$ cat src/rtl/i2s_slave_clk_tracker.sv
// i2s_slave_clk_tracker: recovers sclk/ws timing from an external I2S master and locks on 16/32-bit framing
//   pclk, rst                 : system clock, synchronous active-high reset
//   en                        : enable; low holds SEARCH with counters cleared (synchronisers keep running)
//   sclk_in, ws_in            : asynchronous I2S bit clock and word select
//   sclk_rise, sclk_fall      : one-cycle strobes per synchronised sclk edge
//   ws, ws_edge, frame_start  : ws sampled on sclk_rise, ws change strobe, left-channel start strobe
//   bit_cnt, word_len         : rises in the current half frame, last completed half-frame length
//   sclk_period               : pclk cycles between the last two sclk rises (saturating)
//   frame_32, locked          : locked framing length flag, lock status
//   len_err, sclk_lost        : length mismatch while locked, sclk timeout pulses
//   jitter_err                : only with I2S_SLAVE_JITTER_CHK_EN, period jitter pulse while locked
module i2s_slave_clk_tracker #(
  parameter int SYNC_STAGES = 2,
  parameter int PER_W = 8,
  parameter int TIMEOUT = 255,
  parameter int LOCK_HALVES = 2
) (
  input  logic             pclk,
  input  logic             rst,
  input  logic             en,
  input  logic             sclk_in,
  input  logic             ws_in,
  output logic             sclk_rise,
  output logic             sclk_fall,
  output logic             ws,
  output logic             ws_edge,
  output logic             frame_start,
  output logic [5:0]       bit_cnt,
  output logic [5:0]       word_len,
  output logic [PER_W-1:0] sclk_period,
  output logic             frame_32,
  output logic             locked,
  output logic             len_err,
  output logic             sclk_lost
`ifdef I2S_SLAVE_JITTER_CHK_EN
  ,
  output logic             jitter_err
`endif
);
  typedef enum logic [1:0] {SEARCH, MEASURE, VERIFY, LOCKED} state_t;
  localparam logic [PER_W-1:0] TO_M1 = PER_W'(TIMEOUT - 1);
  localparam logic [7:0] LH = 8'(LOCK_HALVES);
  state_t state, state_n;
  logic [SYNC_STAGES-1:0] sclk_sync, ws_sync;
  logic sclk_prev, sclk_s, ws_s, rise_d, fall_d, ws_chg, timeout, valid;
  logic [PER_W-1:0] per_cnt, new_per;
  logic [5:0] ref_len, ref_n;
  logic [7:0] match, match_n;
  assign sclk_s = sclk_sync[SYNC_STAGES-1];
  assign ws_s = ws_sync[SYNC_STAGES-1];
  // strobes and counters all update on the same edge that registers the rise
  assign rise_d = sclk_s & ~sclk_prev;
  assign fall_d = ~sclk_s & sclk_prev;
  assign ws_chg = rise_d & (ws_s != ws);
  assign new_per = per_cnt == '1 ? per_cnt : per_cnt + PER_W'(1);
  assign timeout = state != SEARCH && !rise_d && per_cnt == TO_M1;
  assign valid = word_len == 6'd16 || word_len == 6'd32;
  assign locked = state == LOCKED;
  assign frame_32 = locked && ref_len == 6'd32;
  always_ff @(posedge pclk) begin
    if (rst) begin
      sclk_sync <= '0;
      ws_sync <= '0;
      sclk_prev <= 1'b0;
    end else begin
      sclk_sync <= {sclk_sync[SYNC_STAGES-2:0], sclk_in};
      ws_sync <= {ws_sync[SYNC_STAGES-2:0], ws_in};
      sclk_prev <= sclk_s;
    end
  end
`ifdef I2S_SLAVE_JITTER_CHK_EN
  logic [PER_W-1:0] per_diff;
  assign per_diff = new_per > sclk_period ? new_per - sclk_period : sclk_period - new_per;
`endif
  always_ff @(posedge pclk) begin
    if (rst || !en) begin
      sclk_rise <= 1'b0;
      sclk_fall <= 1'b0;
      ws <= 1'b0;
      ws_edge <= 1'b0;
      frame_start <= 1'b0;
      bit_cnt <= '0;
      word_len <= '0;
      sclk_period <= '0;
      per_cnt <= '0;
      len_err <= 1'b0;
      sclk_lost <= 1'b0;
`ifdef I2S_SLAVE_JITTER_CHK_EN
      jitter_err <= 1'b0;
`endif
    end else begin
      sclk_rise <= rise_d;
      sclk_fall <= fall_d;
      ws_edge <= ws_chg;
      frame_start <= ws_chg & ~ws_s;
      ws <= rise_d ? ws_s : ws;
      per_cnt <= rise_d ? '0 : new_per;
      sclk_period <= rise_d ? new_per : sclk_period;
      len_err <= locked && ws_edge && word_len != ref_len && !timeout;
      sclk_lost <= timeout;
`ifdef I2S_SLAVE_JITTER_CHK_EN
      jitter_err <= locked && rise_d && per_diff > PER_W'(1);
`endif
      if (timeout) begin
        word_len <= '0;
        bit_cnt <= '0;
      end else if (rise_d) begin
        word_len <= ws_chg ? bit_cnt : word_len;
        bit_cnt <= ws_chg ? 6'd1 : bit_cnt + 6'(bit_cnt != 6'd63);
      end
    end
  end
  always_ff @(posedge pclk) begin
    if (rst || !en) begin
      state <= SEARCH;
      ref_len <= '0;
      match <= '0;
    end else begin
      state <= state_n;
      ref_len <= ref_n;
      match <= match_n;
    end
  end
  // word_len already holds the completed length while ws_edge is high
  always_comb begin
    state_n = state;
    ref_n = ref_len;
    match_n = match;
    if (timeout) state_n = SEARCH;
    else if (ws_edge)
      case (state)
        SEARCH: state_n = MEASURE;
        MEASURE: begin
          if (valid) begin
            ref_n = word_len;
            match_n = 8'd1;
            state_n = VERIFY;
          end
        end
        default: begin
          if (word_len == ref_len) begin
            match_n = state == VERIFY ? match + 8'd1 : match;
            state_n = (state == VERIFY && match + 8'd1 == LH) ? LOCKED : state;
          end else if (valid) begin
            ref_n = word_len;
            match_n = 8'd1;
            state_n = VERIFY;
          end else state_n = MEASURE;
        end
      endcase
  end
endmodule

$ cat config.mk
export PLATFORM = sky130hd
export DESIGN_NAME = i2s_slave_clk_tracker
export DESIGN_NICKNAME = d
export VERILOG_FILES = /design/src/rtl/i2s_slave_clk_tracker.sv
export SDC_FILE = /design/constraint.sdc
export NUM_CORES = 1
export LEC_CHECK = 0
export CORE_ASPECT_RATIO = 1.5
export CORE_UTILIZATION = 43
export DETAILED_ROUTE_END_ITERATION = 6
export PLACE_DENSITY = 0.62
export REMOVE_ABC_BUFFERS = 1
export SLEW_MARGIN = 30
export SYNTH_ARGS = -nofsm -noshare
export SYNTH_HDL_FRONTEND = slang
export SYNTH_SLANG_ARGS = --single-unit
$ cat constraint.sdc
create_clock -name pclk -period 2.1 [get_ports pclk]
set_input_delay 0.42 -clock pclk [delete_from_list [all_inputs] [get_ports pclk]]
set_output_delay 0.42 -clock pclk [all_outputs]
set_load 0.01 [all_outputs]
# After elaboration in Yosys (flattened, before gate mapping)
# Cells that the tools add are included.
# op_classes
n_addsub	3
mul	0
div	0
magnitude_cmp	0
eq_ne	17
n_shift	0
mux	14
bitwise_logic	9
n_reduce_logical	20
# ops
cell	n
8-bit 2-to-1 mux	4
6-bit 2-to-1 mux	3
8-bit by 1-bit adder with 8-bit output (second input constant)	2
8-bit equality test (second input constant)	2
8-bit one-hot mux with 2 select lines	1
6-bit equality test (second input constant)	2
6-bit one-hot mux with 2 select lines	1
8-bit by 2-bit equality test with 1-bit output (second input constant)	1
2-bit 2-to-1 mux	4
4-bit AND reduction	2
1-bit logical AND	7
6-bit by 1-bit adder with 6-bit output	1
6-bit by 5-bit equality test with 1-bit output (second input constant)	1
6-bit equality test	1
6-bit inequality test	1
6-bit inequality test (second input constant)	1
1-bit inverter	5
1-bit AND	4
2-bit equality test (second input constant)	2
4-bit by 1-bit inequality test with 1-bit output (second input constant)	1
2-bit one-hot mux with 2 select lines	1
2-bit OR reduction	2
1-bit zero test	3
3-bit by 1-bit inequality test with 1-bit output (second input constant)	1
9 further kinds	10
# word_totals
regBits	56
latchBits	0
ram_bits	0
mem_bits_ro	0
inputBits	5
output_inout_bits	29
word_cells	80
n_memories	0

# Logic depth before layout (Yosys ltp)
# Gate-level depths: netlist of run 1.
# depth
ltp_word	7
mapped_depth	7

# Worst setup path before layout of run 1
# Ideal clock, no wire load.
# synth_path
path_type	reg-to-output
startpoint	register ref_len[1]
endpoint	output port frame_32
arrival_ns	1.320
required_ns	1.680
setup_slack_ns	0.360
stages_incl_launch_ff	3
path_buffers	0
path_cell_list	dfxtp_1 > or4b_2 > nor4_1
# synth_between
elab_chain_cells	2
# synth_rtl
item	line_no	source
start: declaration	47	logic [5:0] ref_len, ref_n;
start signal: assignment	120	ref_len <= ref_n;
6-bit equality test	59	assign frame_32 = locked && ref_len == 6'd32;
1-bit logical AND	59	
end: declaration	31	output logic frame_32,
# Every way passes these cells.

# Final worst setup path of run 1
# Same ends and word-level chain as after synthesis.

==> results.yml, run 1 <==
detailed_routing:
  drc: 0
  viasPerCell: 5.262
  antenna_left: 0
  wirelength_mm: 5.558
  first_pass_iters: 4
  wire_per_inst_um: 13.49
  vias: 2168
  drtIter0Drc: 86
global_routing:
  grt_usage: 0.1845
  antenna_found_initial: 0
  grt_max_degree: 18
  grt_pass1_wl_mm: 9.025
  gr-total-overflow: 0
  grt_pass1_vias: 2035
finish:
  area_growth_pct: 24.70
  fin_area_mm2: 0.003197
  layout.nets: 350
  fin_cells: 412
  num_antenna_cells: 0
  multi_input_area_mm2: 0.001376
  seq_area_mm2: 0.001121
  final_layout_size_suffix_gt1_frac: 0.1235
  fill_cells: 569
setup_path:
  cp-endpoint: "frame_32"
  rr_endpoint: "match[6]"
  critPathCaptureType: "primary output"
  critPathMaxFanout: 2
  worst_setup_path_start_kind: "register"
  rr_startpoint: "ref_len[2]"
  required_ns: 1.68
  worst-r2r-cell-count: 6
  cp.arrival_ns: 1.53
  critical_path_class: "reg2out"
  rrSetupSlack_ns: 0.21
  crit_start: "ref_len[1]"
clock_network:
  h-tree-depth: 2
  clock_sinks: 56
  root_buffer: "clkbuf_8"
  cts_tree: "built"
  clk_latency_ns: 0.31
  cts_setup_buffers: 0
  clk_pin_slew_ns: 0.10
  cts_made_buffers: 5
  cts.path.max_buffers: 2
floorplan:
  ios: 34
  rows: 34
  die_w_um: 65.05
  die_h_um: 96.57
  die-area_mm2: 0.006281
  initial_core_util: 0.4431
  coreArea_mm2: 0.005786
sta:
  finalCriticalPeriod_ns: 1.948
  rsz0062_at_grt: "false"
  slew_viol_final: 0
  finalHoldViolCount: 0
  slew-limit-headroom: 0.5262
  post-route-period-util: 0.9278
  fin_skew_ns: 0.01077
  worst_pin_slew_ns: 0.7080
  fmax_mhz: 513.2
  setup_violations: 0
synth:
  yosysSeqAreaShare: 0.4373
  ys_ff_latch: 56
  syn_area_mm2: 0.002564
  ys_warn_count: 0
  synthArstFlopShare: 0
  synth_edf_count: 0
  syn-instance-count: 290
  ys.flop_type: "dfxtp_1"
  syn_avg_cell_area_um2: 8.840
  synth_cell_type_count: 47
place:
  place_area_mm2: 0.003095
  gp_congestion: 0.8245
  io_buffers: 33
  dp.cells: 404
  post-dp-hpwl_mm: 4.213
power:
  p_per_area_mw_per_mm2: 558.6
  vdd_drop_max_mv: 0.3841
  static-leakage-power_nw: 1.134
hold_path:
  hp-start: "ws_sync[0]"
  holdCritPathClass: "reg2reg"
outcome:
  status: "complete, no violations"
run:
  maxCapViolCount: 0
==> metal layers <==
metal  global-route usage  share of wire
met1               0.2049           0.44
met2               0.3464           0.51
met3              0.03052          0.031
met4              0.07065          0.015
met5                    0              0
==> critical path: stages (launching register included) <==
cell and delay [ns]:
dfxtp_1 0.33, or4b_4 0.53, nor4_2 0.20, buf_2 0.16
==> cell usage in the layout (no fill, tap or decap), types with 3 or more instances in the layout <==
cell type,count
o21ai_0,8
clkdlybuf4s50_1,32
xnor2_1,13
and3_1,5
clkbuf_8,6
nor2_1,37
o22ai_1,3
nand4_1,5
buf_4,21
a21oi_1,13
mux2i_1,6
inv_1,8
and2_1,7
a211oi_1,6
dfxtp_1,56
o21ai_1,4
ha_1,6
nand2b_1,4
or3_1,4
nor2b_1,9
nand2_1,25
nand3_1,15
nor4_1,5
xor2_1,5
nor3_1,4
==> worst min path at each step <==
stage | endpoint | slack [ns] | cells after the start
2_1_floorplan | sclk_sync[1] | 0.41 | 1
3_5_place_dp | ws_sync[1] | 0.43 | 1
4_1_cts | ws_sync[1] | 0.45 | 1
3_3_place_gp | sclk_sync[1] | 0.42 | 1
5_1_grt | ws_sync[1] | 0.46 | 1
6_report | ws_sync[1] | 0.45 | 1
==> synthesized netlist by cell type (5+ instances only) <==
cell | count | area share
buf_2 | 7 | 0.014
and3_1 | 5 | 0.012
o21ai_0 | 8 | 0.016
nor2_1 | 37 | 0.054
xor2_1 | 5 | 0.017
clkbuf_1 | 5 | 0.0073
a21oi_1 | 13 | 0.025
mux2i_1 | 6 | 0.023
nand2_1 | 25 | 0.037
xnor2_1 | 13 | 0.044
dfxtp_1 | 56 | 0.44
nand3_1 | 15 | 0.029
nor2b_1 | 9 | 0.022
ha_1 | 6 | 0.029
a211oi_1 | 6 | 0.018
nand4_1 | 5 | 0.012
and2_1 | 7 | 0.017
nor4_1 | 6 | 0.015
inv_1 | 8 | 0.012
==> metrics by stage <==
stage | power, mW | setup slack [ns] | utilization | hold slack (ns) | TNS [ns]
3_5_place_dp | 1.190 | -0.02935 | 0.5350 | 0.4305 | -0.02935
6_report | 1.786 | 0.1515 | 0.5526 | 0.4471 | 0
4_1_cts | 1.807 | 0.05902 | 0.5519 | 0.4529 | 0
5_1_grt | 1.848 | 0.04736 | 0.5526 | 0.4640 | 0
3_3_place_gp | 1.188 | -0.02535 | 0.5350 | 0.4212 | -0.02535
2_1_floorplan | 1.144 | -0.06204 | - | 0.4138 | -0.2452
==> layout make-up <==
cell class,instances,area share
Clock buffer,6,0.02583
Clock inverter,2,0.004305
Inverter,8,0.009393
Multi-Input combinational cell,214,0.4305
Sequential cell,56,0.3507
Tap cell,72,0.02818
Timing Repair Buffer,54,0.1511
==> sequential cells by signal, indices dropped and copies added (netlist names), 6 cells and up <==
| register | cells |
|---|---|
| bit_cnt | 6 |
| match | 8 |
| per_cnt | 8 |
| ref_len | 6 |
| sclk_period | 8 |
| word_len | 6 |
==> cell families (layout without fill, tap and decap cells) <==
kind of cell / after synthesis / after routing / share of synthesized area
xor+xnor: 18 / 18 / 0.06149
flops: 56 / 56 / 0.4373
mux: 8 / 8 / 0.03221
compound gates: 51 / 51 / 0.1440
fa+ha+maj: 6 / 6 / 0.02928
buf+inv: 20 / 70 / 0.03270
simple gates: 131 / 131 / 0.2630
==> power by group <==
group,switching (mW),internal [mW]
clock,0.351,0.271
combinational,0.0483,0.0394
sequential,0.00615,1.07
==> repair_timing <==
action	4_1_cts	5_1_grt
hold buffers	0	0
cloned	0	0
hold endpoints to repair	0	0
gates resized for setup	5	1
pin swaps	0	1
endpoints found under the setup margin	1	1
Power figures use the tool's default switching activity.
==> run 2, diff against run 1 <==
Settings changed: GPL_ROUTABILITY_DRIVEN from default to 0.
==> results of run 2 <==
Final layout, timing and power as in run 1 (identical DEF).
